## src/rtl/async_fifo_pkg.sv

```systemverilog
// Shared sizing defaults and operation encoding for the single-clock FIFO
// built around the fifo_mem storage array.
package async_fifo_pkg;

   localparam int DSIZE_DEF = 8;
   localparam int ASIZE_DEF = 4;

   typedef enum logic [1:0] {
      OP_IDLE  = 2'b00,
      OP_READ  = 2'b01,
      OP_WRITE = 2'b10,
      OP_BOTH  = 2'b11
   } fifo_op_e;

   // Requests are expected to be already qualified against the current flags
   function automatic fifo_op_e op_decode(input logic wr_en, input logic rd_en);
      fifo_op_e op;
      case ({wr_en, rd_en})
         2'b00:   op = OP_IDLE;
         2'b01:   op = OP_READ;
         2'b10:   op = OP_WRITE;
         2'b11:   op = OP_BOTH;
         default: op = OP_IDLE;
      endcase
      return op;
   endfunction

endpackage

```

## src/rtl/fifo_mem.sv

```systemverilog
// 2**ASIZE x DSIZE storage: synchronous write, asynchronous read.
// Contents are deliberately not reset; the pointers decide what is valid.
module fifo_mem
   import async_fifo_pkg::*;
#(
   parameter int DSIZE = DSIZE_DEF,
   parameter int ASIZE = ASIZE_DEF
) (
   input  logic             wclk,
   input  logic             wen,
   input  logic [ASIZE-1:0] waddr,
   input  logic [DSIZE-1:0] wdata,
   input  logic [ASIZE-1:0] raddr,
   output logic [DSIZE-1:0] rdata
);

   localparam int DEPTH = 1 << ASIZE;

   logic [DSIZE-1:0] mem_r [DEPTH];

   // Storage write port
   always_ff @(posedge wclk) begin
      if (wen) begin
         mem_r[waddr] <= wdata;
      end else begin
         mem_r[waddr] <= mem_r[waddr];
      end
   end

   assign rdata = mem_r[raddr];

endmodule

```

## src/rtl/async_fifo.sv

```systemverilog
// Single-clock FIFO with first-word fall-through output. Flags are registered
// from the next-state pointers so they are correct right after each edge.
module async_fifo
   import async_fifo_pkg::*;
#(
   parameter int DSIZE = DSIZE_DEF,
   parameter int ASIZE = ASIZE_DEF
) (
   input  logic             wclk,
   input  logic             wrst_n,
   input  logic             winc,
   input  logic [DSIZE-1:0] wdata,
   input  logic             rinc,
   output logic [DSIZE-1:0] rdata,
   output logic             wfull,
   output logic             rempty
);

   localparam logic [ASIZE:0] PTR_ZERO = {(ASIZE+1){1'b0}};
   localparam logic [ASIZE:0] PTR_ONE  = {{ASIZE{1'b0}}, 1'b1};

   logic [ASIZE:0]   wptr_r;
   logic [ASIZE:0]   rptr_r;
   logic [ASIZE:0]   wptr_next_s;
   logic [ASIZE:0]   rptr_next_s;
   logic             wfull_r;
   logic             rempty_r;
   logic             wr_en_s;
   logic             rd_en_s;
   logic [DSIZE-1:0] mem_rdata_s;
   fifo_op_e         op_s;

   // Pointers carry one extra wrap bit so full and empty are distinguishable
   function automatic logic ptr_empty(input logic [ASIZE:0] wp, input logic [ASIZE:0] rp);
      return (wp == rp);
   endfunction

   function automatic logic ptr_full(input logic [ASIZE:0] wp, input logic [ASIZE:0] rp);
      return (wp[ASIZE-1:0] == rp[ASIZE-1:0]) && (wp[ASIZE] != rp[ASIZE]);
   endfunction

   assign wr_en_s = winc & ~wfull_r;
   assign rd_en_s = rinc & ~rempty_r;

   // Decode the qualified requests and advance the pointers accordingly
   always_comb begin
      op_s        = op_decode(wr_en_s, rd_en_s);
      wptr_next_s = wptr_r;
      rptr_next_s = rptr_r;
      case (op_s)
         OP_IDLE: begin
            wptr_next_s = wptr_r;
            rptr_next_s = rptr_r;
         end
         OP_WRITE: begin
            wptr_next_s = wptr_r + PTR_ONE;
         end
         OP_READ: begin
            rptr_next_s = rptr_r + PTR_ONE;
         end
         OP_BOTH: begin
            wptr_next_s = wptr_r + PTR_ONE;
            rptr_next_s = rptr_r + PTR_ONE;
         end
         default: begin
            wptr_next_s = wptr_r;
            rptr_next_s = rptr_r;
         end
      endcase
   end

   // Pointer and flag state
   always_ff @(posedge wclk or negedge wrst_n) begin
      if (!wrst_n) begin
         wptr_r   <= PTR_ZERO;
         rptr_r   <= PTR_ZERO;
         rempty_r <= 1'b1;
         wfull_r  <= 1'b0;
      end else begin
         wptr_r   <= wptr_next_s;
         rptr_r   <= rptr_next_s;
         rempty_r <= ptr_empty(wptr_next_s, rptr_next_s);
         wfull_r  <= ptr_full(wptr_next_s, rptr_next_s);
      end
   end

   fifo_mem #(
      .DSIZE (DSIZE),
      .ASIZE (ASIZE)
   ) u_mem (
      .wclk  (wclk),
      .wen   (wr_en_s),
      .waddr (wptr_r[ASIZE-1:0]),
      .wdata (wdata),
      .raddr (rptr_r[ASIZE-1:0]),
      .rdata (mem_rdata_s)
   );

   // Stale memory contents never leak out while the queue is empty
   always_comb begin
      if (rempty_r) begin
         rdata = {DSIZE{1'b0}};
      end else begin
         rdata = mem_rdata_s;
      end
   end

   assign wfull  = wfull_r;
   assign rempty = rempty_r;

endmodule

```

## config.mk

```make
export PLATFORM = sky130hd
export DESIGN_NAME = async_fifo
export DESIGN_NICKNAME = d
export VERILOG_FILES = /design/src/rtl/async_fifo_pkg.sv /design/src/rtl/fifo_mem.sv /design/src/rtl/async_fifo.sv
export SDC_FILE = /design/constraint.sdc
export NUM_CORES = 1
export LEC_CHECK = 0
export ABC_AREA = 0
export CAP_MARGIN = 30
export CELL_PAD_IN_SITES_DETAIL_PLACEMENT = 0
export CELL_PAD_IN_SITES_GLOBAL_PLACEMENT = 1
export CORE_ASPECT_RATIO = 1.4
export CORE_MARGIN = 4
export CORE_UTILIZATION = 48
export DETAILED_ROUTE_END_ITERATION = 16
export PLACE_DENSITY = 0.87
export SYNTH_ARGS = -nofsm -noshare
export SYNTH_HDL_FRONTEND = slang
export SYNTH_SLANG_ARGS = --single-unit
```

## constraint.sdc

```tcl
create_clock -name wclk -period 2.3 [get_ports wclk]
set_input_delay 0.69 -clock wclk [delete_from_list [all_inputs] [get_ports wclk]]
set_output_delay 0.69 -clock wclk [all_outputs]
set_load 0.005 [all_outputs]
```

After elaboration in Yosys (flattened, before gate mapping)
Memories as Yosys holds them, arrays and structs flattened.
Cells that the tools add are included.
Cells by class
  $add $sub $neg: 2
  equal/unequal tests: 10
  multiplexer cells: 8
  bitwise operators: 5
  reduce and logical (&&, ||, !) cells: 5
Operators by type and width (count)
  2-to-1 mux 8 bit: 2
  adder 5 x 1 -> 5 bit (second input constant): 2
  2-to-1 mux 5 bit: 2
  equality test 2 bit (second input constant): 4
  case mux 2 bit (4 select lines): 1
  equality test 5 bit: 1
  equality test 2 x 1 -> 1 bit (second input constant): 2
  equality test 4 bit: 1
  OR reduction 2 bit: 2
  2-to-1 mux 1 bit: 3
  AND 1 bit: 2
  logical NOT 2 bit: 1
  NOT 1 bit: 2
  AND reduction 2 bit: 1
  logical AND 1 bit: 1
  != test 0 bit: 1
  != test 1 bit: 1
  bitwise OR 1 bit: 1
Storage, ports and cells
  bits in registers: 12
  RAM bits: 128
  word-level logic and storage cells: 35
  memories kept: 1
  output and inout bits: 10
  bits of input ports: 12
Memory list
  u_mem.mem_r: depth 16, bits a word 8, read ports 1, clocked after memory_dff 0, wr ports 1, line fifo_mem.sv:19  | logic [DSIZE-1:0] mem_r [DEPTH];

Depth between registers and ports, before layout
Gate-level depths: netlist of run 1.
  depth in word-level cells: 9
  mapped depth: 7
  gate-level depth less buffers: 6

Hierarchy
Synthesis of run 1 repeated with hierarchy kept, for this count alone.
Unflattened totals
  cell total of the unflattened synthesis: 273
  area total of the unflattened synthesis: 5624.1 um^2
By module, submodules not included
  fifo_mem: seq. area each 3843.7 um^2, times used 1, area each 4987.3 um^2, cells an instance 221
  async_fifo: seq. area each 301.5 um^2, times used 1, area each 636.9 um^2, cells an instance 52

Worst setup path after synthesis of run 1
No wires, ideal clock.
  path kind: reg2out
  start point: reg rptr_r[0]
  end point: out rdata[3]
  data required time: 1610 ps
  setup slack: 40 ps
  cell stages (with the launch flop): 6
  buffers on the path: 2
  data arrival time: 1570 ps
  cell sequence: dfrtp_1 > buf_4 > buf_2 > mux4_2 > a22oi_1 > a21oi_1
Between the ends
  longest elaborated chain between the ends: 2
Ends and longest elaborated chain
  from (decl): line async_fifo.sv:23  | logic [ASIZE:0] rptr_r;
  from (signal assigned): line async_fifo.sv:81  | rptr_r <= rptr_next_s;
  memory (16 x 8 bit)
  2-to-1 mux 8 bit: line async_fifo.sv:101  | if (rempty_r) begin
  to (decl): line async_fifo.sv:14  | output logic [DSIZE-1:0] rdata,
Every way passes these cells.

Worst setup path after layout of run 1
  start point: reg rptr_r[0]
  end point: out rdata[5]
Same word-level chain as after synthesis.

==> results of run 1 <==
[area by class of cell]
class                   instances  area [sq um]  area share
repair buffers                 85         804.5      0.1130
multi-input cells             113          1389      0.1951
flip-flops and latches        140          4150      0.5830
inverters                       5         18.77    0.002636
clock buffers                  17         425.4     0.05975
clock inverters                15         151.4     0.02127
well taps                     144         180.2     0.02531
[worst max-delay path: cells and delay by family, from the launching register on]
| family | cells | cell delay, ns |
|---|---|---|
| flip-flops | 1 | 0.49 |
| multiplexers | 1 | 0.50 |
| AO/OA/AOI/OAI | 2 | 0.26 |
| buffers and inverters | 4 | 0.47 |
[layer usage]
metal,GRT usage,up-vias,share of wire
li1,-,1287,-
met1,0.2342,1480,0.38
met2,0.3269,104,0.54
met3,0.05530,23,0.062
met4,0.07593,0,0.026
met5,0,-,0
[cell families (layout without fill, tap and decap cells)]
| family | count (synthesis) | count (layout) | synth area share |
|---|---|---|---|
| XOR/XNOR | 13 | 13 | 0.02058 |
| AO/OA/AOI/OAI | 24 | 24 | 0.02895 |
| AND/OR/NAND/NOR | 37 | 37 | 0.03597 |
| adder cells (fa/ha/maj) | 5 | 5 | 0.01131 |
| multiplexers | 34 | 34 | 0.1357 |
| flip-flops | 140 | 140 | 0.7494 |
| buffers and inverters | 19 | 122 | 0.01809 |
[power groups by stage]
stage / logic, mW / registers, mW / clock network (mW)
after floorplan: 1.83 / 3.29 / 0
after global placement: 2.99 / 3.40 / 0
after detailed placement: 3.03 / 3.42 / 0
after CTS: 3.66 / 3.36 / 2.68
after global routing: 3.89 / 3.39 / 2.81
final: 3.62 / 3.36 / 2.65
[how the worst min path moves through the flow]
stage	start	to	slack, ns	cells after the start
finish	wptr_r[4]	wptr_r[4]	0.53	2
global route	wptr_r[4]	wptr_r[4]	0.54	2
CTS	wptr_r[4]	wptr_r[4]	0.53	2
detailed placement	wptr_r[4]	wptr_r[4]	0.52	2
global placement	wptr_r[4]	wptr_r[4]	0.52	2
floorplan	wrst_n	rptr_r[0]	0.39	0
[sequential cells by signal, indices dropped and copies added, names as in the netlist]
signal	cells
u_mem.mem_r	128
wptr_r	5
rptr_r	5
wfull	1
rempty	1
[what timing repair did]
action	in CTS	in global routing
pin swaps	21	4
gates resized for setup	62	3
buffers inserted	15	1
cloned	3	0
setup endpoints to repair	9	8
[cells in the final DEF (no fill, tap or decap), types with 5 or more instances in the layout]
cell	count
edfxtp_1	128
buf_4	48
mux4_2	32
clkbuf_16	17
a22oi_2	16
nor2_1	14
clkdlybuf4s50_1	13
dfrtp_1	10
xnor2_1	8
buf_2	8
inv_6	7
buf_12	7
buf_6	7
nor3_1	6
a21oi_2	6
inv_1	5
nand2_1	5
xor2_1	5
ha_1	5
==> results.yml, run 1 <==
clock_network:
  root_buffer: "clkbuf_16"
  clkSinkCount: 140
  cts_made_buffers: 17
  clk_latency_ns: 0.43
  cts_htree_levels: 4
  cts_tree: "done"
  cts.reportedPaths.clkPinSlew_ns: 0.06
  clk_path_buf_depth: 2
  postCtsHoldBufs: 0
yosys:
  synth_top_area_cell: "edfxtp_1"
  synth-edff-count: 128
  synth_warnings: 0
  async_flop_share: 0.08571
  ys_types: 29
  ys_ff_latch: 140
  synthCells: 272
  syn_area_sq_mm: 0.005532
  yosys_most_used_dff: "edfxtp_1"
  avgSynthCellArea_sq_um: 20.34
  yosys-top-cells-count: "edfxtp_1, mux4_2, a22oi_1"
  synth_area_leaders: "edfxtp_1, mux4_2, dfrtp_1, a22oi_1, xnor2_1"
  yosysTopAreaCellShare: 0.6949
  yosysMostFrequentCell: "edfxtp_1"
  ys_seq_area_frac: 0.7494
  synth.net_count: 289
status:
  status: "finished with violations"
  violations: "negative setup slack"
sta:
  fin_crit_sh: 1.235
  tightest_slew_ns: 0.5665
  rsz0062_at_grt: "true"
  finalSetupTns_ns: -4.013
  fmax_mhz: 352.2
  hold_viol: 0
  hold_slack_ns: 0.5339
  worst_clock_skew_ns: 0.006286
  relSlewSlack: 0.6211
  layout_setup_ws_ns: -0.5396
  slew_violations: 0
  setup_viol_count_final: 8
  finalCriticalPeriod_ns: 2.840
setup_path:
  crit_path_start: "rptr_r[0]"
  ff2ff_path_depth: 7
  critical_path_class: "register to primary output"
  reg2reg_to: "rempty"
  worstReg2RegStart: "rptr_r[0]"
  required_ns: 1.61
  critPathMostFrequentCell: "buf_6"
  arrival_ns: 2.15
  r2r_setup_slack_ns: 0.22
  endpoint_kind: "primary output"
  cp-endpoint: "rdata[5]"
  cp_cell_sequence: "buf_12 > buf_6 > buf_6 > mux4_2 > a22oi_2 > a21oi_2 > buf_2"
  slowest_delay_ns: 0.50
  worstSetupStartpointType: "register"
  critical_path.slowest_cell: "mux4_2"
  critPathMaxFanout: 6
floorplan:
  ios: 22
  core_area_sq_mm: 0.01128
  initial_core_util: 0.4904
  die_area_sq_mm: 0.01333
  row_count: 46
  die_y_microns: 135.0
  die_w_microns: 98.73
drt:
  initialDrtViolationCount: 230
  wl_microns: 11880
  ant_nets: 0
  num_vias: 2894
  viasPerCell: 5.576
  firstDrtPassIters: 4
  drc: 0
  detail_route.wl_per_cell_microns: 22.89
placed_design:
  dp.cells: 469
  portBuffers: 21
  placed_cell_area_sq_mm: 0.006237
  dpl.hpwl_microns: 7324
  dp_slack_ns: -0.4287
  globalplace.congestion: 0.8153
cells_and_area:
  fillCellCount: 790
  area_growth_pct: 28.70
  final_area_sq_mm: 0.007119
  drive_above_1_share: 0.4400
  finish.utilization: 0.6311
  stdcell_count: 519
  diodes: 0
  fin_nets: 379
global_routing:
  antenna_found_initial: 0
  overflow: 0
  grt_max_degree: 17
  first_global_vias: 3001
  grt_pass1_wl_microns: 17990
  grt_util_all_layers: 0.1929
power:
  seqPwrFrac: 0.349
  powerDensity_mw_per_mm2: 1353
  combPwrFrac: 0.376
  finalPower_mw: 9.633
  p_leak_nw: 2.481
  swShare: 0.3100
  ir_worst_vdd_uv: 1025
  p_clk_frac: 0.275
  p_int_mw: 6.646
  p_switching_mw: 2.986
min_path:
  hold_class: "register to register"
run:
  maxCapViolations: 0
No activity file was read; power rests on OpenSTA's default activity.
==> inputs of run 2 (changes only) <==
--- a/config.mk
+++ b/config.mk
@@ -11,9 +11,10 @@
 export CELL_PAD_IN_SITES_GLOBAL_PLACEMENT = 1
 export CORE_ASPECT_RATIO = 1.4
 export CORE_MARGIN = 4
-export CORE_UTILIZATION = 48
+export CORE_UTILIZATION = 57
 export DETAILED_ROUTE_END_ITERATION = 16
-export PLACE_DENSITY = 0.87
+export GPL_ROUTABILITY_DRIVEN = 0
+export PLACE_DENSITY_LB_ADDON = 0.2
 export SYNTH_ARGS = -nofsm -noshare
 export SYNTH_HDL_FRONTEND = slang
 export SYNTH_SLANG_ARGS = --single-unit
==> constraint.sdc (replaced) <==
create_clock -name wclk -period 3.35 [get_ports wclk]
set_input_delay 1.005 -clock wclk [delete_from_list [all_inputs] [get_ports wclk]]
set_output_delay 1.005 -clock wclk [all_outputs]
set_load 0.005 [all_outputs]
==> run 2 against run 1 <==
Global-route usage up 1.9 points. Sequential power down 31%. Register-to-register slack better by 1.1 ns. Largest power group is now registers. The flow now finishes without violations. Cell area down 5.2%. Clock skew down 0.00057 ns.
==> results.yml, run 2 (synthesis gave the netlist of run 1 again) <==
drt:
  num_vias: 2710
  wl_microns: 10940
  ant_nets: 0
  initialDrtViolationCount: 270
  drc: 0
  viasPerCell: 6.009
  firstDrtPassIters: 4
  detail_route.wl_per_cell_microns: 24.25
floorplan:
  row_count: 42
  die_area_sq_mm: 0.01137
  initial_core_util: 0.5848
  die_y_microns: 124.6
  ios: 22
  die_w_microns: 91.26
  core_area_sq_mm: 0.009459
sta:
  fmax_mhz: 305.9
  slew_violations: 0
  layout_setup_ws_ns: 0.08073
  worst_clock_skew_ns: 0.005715
  finalCriticalPeriod_ns: 3.269
  fin_crit_sh: 0.9759
  rsz0062_at_grt: "false"
  tightest_slew_ns: 0.5828
  relSlewSlack: 0.6102
  setup_viol_count_final: 0
  hold_viol: 0
setup_path:
  ff2ff_path_depth: 7
  slowest_delay_ns: 0.51
  worstReg2RegStart: "rptr_r[0]"
  critPathMaxFanout: 6
  reg2reg_to: "wfull"
  r2r_setup_slack_ns: 1.27
  arrival_ns: 2.26
  cp-endpoint: "rdata[0]"
  cp_cell_sequence: "buf_6 > buf_12 > mux4_2 > a22oi_2 > a21oi_1 > dlygate4sd2_1"
  required_ns: 2.34
  critical_path_class: "register to primary output"
  worstSetupStartpointType: "register"
  crit_path_start: "rptr_r[0]"
  endpoint_kind: "primary output"
  critical_path.slowest_cell: "mux4_2"
power:
  p_switching_mw: 1.823
  p_clk_frac: 0.291
  powerDensity_mw_per_mm2: 918.2
  swShare: 0.2942
  p_int_mw: 4.372
  combPwrFrac: 0.335
  finalPower_mw: 6.195
  ir_worst_vdd_uv: 541.6
  seqPwrFrac: 0.375
  p_leak_nw: 2.317
run:
  maxCapViolations: 0
cells_and_area:
  most-common-layout-cells: "edfxtp_1, mux4_2, buf_4"
  top_regs: "u_mem.mem_r (128), rptr_r (5), wptr_r (5)"
  final_area_sq_mm: 0.006746
  top_register: "u_mem.mem_r"
  area_growth_pct: 21.96
  diodes: 0
  largest_reg_flops: 128
  fin_nets: 345
  drive_above_1_share: 0.3255
  mostFrequentLayoutCell: "edfxtp_1"
placed_design:
  dp_slack_ns: 0.1637
  placed_cell_area_sq_mm: 0.006005
  dpl.hpwl_microns: 6801
  portBuffers: 21
global_routing:
  grt_pass1_wl_microns: 17360
  grt_util_all_layers: 0.2120
  overflow: 0
  grt_max_degree: 21
  antenna_found_initial: 0
  first_global_vias: 2949
clock_network:
  clk_latency_ns: 0.41
  clkSinkCount: 140
  root_buffer: "clkbuf_16"
  clk_path_buf_depth: 2
  cts_tree: "done"
  cts.reportedPaths.clkPinSlew_ns: 0.06
  postCtsHoldBufs: 0
  cts_htree_levels: 4
  cts_made_buffers: 17
status:
  status: "finished clean"
min_path:
  hold_class: "register to register"
run 2: changes by cell type in the layout (fill, tap and decap cells not counted), sizes merged:
cell,previous run,this run
dlygate4sd2,0,6
buf,72,30
dlymetal6s2s,0,2
clkinvlp,2,3
bufinv,1,2
clkbuf,17,18
inv,14,6
clkinv,3,8
run 2: per-stage QoR:
step	TNS [ns]	util	instances	hold WS, ns
2_1_floorplan	0	-	272	0.4904
3_3_place_gp	0	0.6348	413	0.5104
3_5_place_dp	0	0.6348	413	0.5101
4_1_cts	-0.07695	0.7123	451	0.5266
5_1_grt	0	0.7132	451	0.5669
6_report	0	0.7132	451	0.5197
run 2: worst min path at each step:
stage / from / end / cells after the start
floorplan: wptr_r[4] / wptr_r[4] / 2
global placement: wptr_r[4] / wptr_r[4] / 2
detailed placement: wptr_r[4] / wptr_r[4] / 2
CTS: wptr_r[4] / wptr_r[4] / 2
global route: wptr_r[4] / wptr_r[4] / 2
finish: wptr_r[4] / wptr_r[4] / 2
run 2: layout make-up:
| type | count | area [sq um] |
|---|---|---|
| flip-flops and latches | 140 | 4146 |
| fillers | 582 | 2713 |
| multi-input cells | 113 | 1335 |
| repair buffers | 51 | 523.0 |
| clock buffers | 18 | 439.2 |
| clock inverters | 14 | 146.4 |
| well taps | 110 | 137.6 |
| inverters | 5 | 18.77 |
run 2: power groups by stage:
stage	registers, mW	logic, mW	clock network (mW)
finish	2.32	2.07	1.80
global route	2.35	2.23	1.91
CTS	2.32	2.11	1.82
detailed placement	2.37	1.90	0
global placement	2.35	1.89	0
floorplan	2.26	1.26	0
run 2: critical path, delay by kind of cell (launching register included):
kind | cells | cell delay (ns)
flip-flops | 1 | 0.44
AO/OA/AOI/OAI | 2 | 0.37
multiplexers | 1 | 0.51
buffers and inverters | 3 | 0.53
run 2: repair_timing:
| item | 4_1_cts | 5_1_grt |
|---|---|---|
| cloned | 1 | 0 |
| gates resized for setup | 24 | 3 |
| hold endpoints to repair | 0 | 0 |
| pin swaps | 5 | 0 |
| setup buffers | 5 | 0 |
| endpoints found under the setup margin | 8 | 2 |
run 2: per-layer routing:
layer  up-vias  share of wire  global-route usage
met3         6          0.044             0.05136
met2        73           0.55              0.3591
met4         0          0.011             0.06750
li1       1210              -                   -
met5         -              0                   0
met1      1421           0.40              0.2708
==> inputs of run 3 (changes only) <==
--- a/config.mk
+++ b/config.mk
@@ -9,9 +9,8 @@
 export CAP_MARGIN = 30
 export CELL_PAD_IN_SITES_DETAIL_PLACEMENT = 0
 export CELL_PAD_IN_SITES_GLOBAL_PLACEMENT = 1
-export CORE_ASPECT_RATIO = 1.4
 export CORE_MARGIN = 4
-export CORE_UTILIZATION = 57
+export CORE_UTILIZATION = 40
 export DETAILED_ROUTE_END_ITERATION = 16
 export GPL_ROUTABILITY_DRIVEN = 0
 export PLACE_DENSITY_LB_ADDON = 0.2
==> run 3 against run 2 <==
First-iteration DRC count is 31% higher. Non-clock buffer count increased by 6. Routed wire length up 0.19%. Sequential power about the same. Via count increased by 0.70%. Combinational power up 3%. Final cell count up 16%. Die area is 39% higher. Utilization fell by 19 points. Worst setup slack got worse by 0.011 ns. Power rose by 7.6%. Sequential share of layout area down 2.2 points. Highest routed layer unchanged.
==> results.yml, run 3 (synthesis gave the netlist of run 1 again) <==
setup_path:
  critPathMaxFanout: 12
  arrival_ns: 2.28
  required_ns: 2.34
  worstReg2RegStart: "rptr_r[0]"
  critical_path_class: "register to primary output"
  reg2reg_to: "rempty"
  ff2ff_path_depth: 8
  r2r_setup_slack_ns: 1.09
  endpoint_kind: "primary output"
  worstSetupStartpointType: "register"
drt:
  ant_nets: 0
  firstDrtPassIters: 6
  viasPerCell: 5.228
  drc: 0
  num_vias: 2729
  initialDrtViolationCount: 355
  detail_route.wl_per_cell_microns: 20.99
  wl_microns: 10960
global_routing:
  antenna_found_initial: 0
  grt_pass1_wl_microns: 17350
  first_global_vias: 2921
  grt_max_degree: 33
  grt_util_all_layers: 0.1487
  overflow: 0
cells_and_area:
  drive_above_1_share: 0.3526
  stdcell_count: 522
  most-common-layout-cells: "edfxtp_1, mux4_2, buf_4"
  area_growth_pct: 26.42
  top_register: "u_mem.mem_r"
  largest_reg_flops: 128
  fin_nets: 351
  mostFrequentLayoutCell: "edfxtp_1"
  top_regs: "u_mem.mem_r (128), rptr_r (5), wptr_r (5)"
  diodes: 0
clock_network:
  clk_path_buf_depth: 2
  clk_latency_ns: 0.41
  cts_htree_levels: 4
  clkSinkCount: 140
  postCtsHoldBufs: 0
  cts_made_buffers: 17
  cts.reportedPaths.clkPinSlew_ns: 0.06
  root_buffer: "clkbuf_16"
  cts_tree: "done"
power:
  powerDensity_mw_per_mm2: 953.6
  finalPower_mw: 6.669
  p_leak_nw: 2.407
  ir_worst_vdd_uv: 477.8
sta:
  relSlewSlack: 0.6228
  slew_violations: 0
  fmax_mhz: 304.8
  hold_viol: 0
  finalCriticalPeriod_ns: 3.281
  fin_crit_sh: 0.9793
  setup_viol_count_final: 0
  tightest_slew_ns: 0.5640
  worst_clock_skew_ns: 0.006244
floorplan:
  row_count: 42
  die_y_microns: 125.6
  initial_core_util: 0.4128
  ios: 22
  die_w_microns: 125.6
  die_area_sq_mm: 0.01577
  core_area_sq_mm: 0.01340
min_path:
  hold_end: "wptr_r[4]"
  hold_class: "register to register"
  hold_depth: 2
  hold_start: "wptr_r[4]"
placed_design:
  portBuffers: 21
  dp.cells: 477
  dpl.hpwl_microns: 6857
status:
  status: "finished clean"
run:
  maxCapViolations: 0
-- run 3: cell count changes in the layout (fill, tap and decap cells not counted), sizes merged, moves of 2 or more --
cell / delta
dlygate4sd2: -2
bufinv: +6
buf: +5
clkinv: -4
dlymetal6s2s: +2
-- run 3: what timing repair did --
| item | CTS | global route |
|---|---|---|
| cloned | 0 | 1 |
| pin swaps | 1 | 2 |
| resized for setup | 13 | 13 |
| setup buffers | 1 | 12 |
| setup endpoints to repair | 7 | 4 |
| hold endpoints to repair | 0 | 0 |
-- run 3: per-stage QoR --
stage	hold WS (ns)	util	cell area [sq um]	setup WS [ns]	setup TNS, ns
6_report	0.5396	0.5218	6993	0.06945	0
5_1_grt	0.6049	0.5218	6993	-0.008410	-0.02053
4_1_cts	0.5436	0.5096	6829	-0.04039	-0.04039
3_5_place_dp	0.5254	0.4541	6085	0.3596	0
3_3_place_gp	0.5089	0.4541	6085	0.3560	0
2_1_floorplan	0.4904	-	5532	0.7752	0
-- run 3: where the power goes --
part	internal, mW	switching (mW)
Combinational	1.13	1.01
Clock	1.53	0.679
Sequential	2.16	0.156
-- run 3: per-layer routing --
layer  up-vias  wire length (microns)  global-route usage
li1       1227                      -                   -
met1      1436                   5037              0.2120
met2        57                   5288              0.2199
met3         9                    513             0.04392
met4         0                    116             0.05166
met5         -                      0                   0
-- run 3: worst max path at each step --
stage,end,cells after the start,startpoint,slack [ns]
after detailed placement,rdata[0],5,rptr_r[0],0.36
after global placement,rdata[0],5,rptr_r[0],0.36
after global routing,rdata[7],6,rptr_r[0],-0.008
after floorplan,rdata[3],5,rptr_r[0],0.78
after CTS,rdata[0],5,rptr_r[0],-0.04
final,rdata[7],6,rptr_r[0],0.07
-- run 3: critical path: stages, from the launching register on --
cell and delay, ns:
dfrtp_2 0.46, buf_12 0.18, buf_4 0.12, mux4_2 0.51
a22oi_2 0.21, a21oi_1 0.11, dlygate4sd2_1 0.28
-- run 3: cell type report --
cell class                 instances  area, sq um
clock inverter                    14        272.8
timing repair buffer              57        540.5
fill                            1073         6407
sequential                       140         4146
multi-input combinational        113         1369
tap                              176        220.2
clock buffer                      17        425.4
inverter                           5        18.77
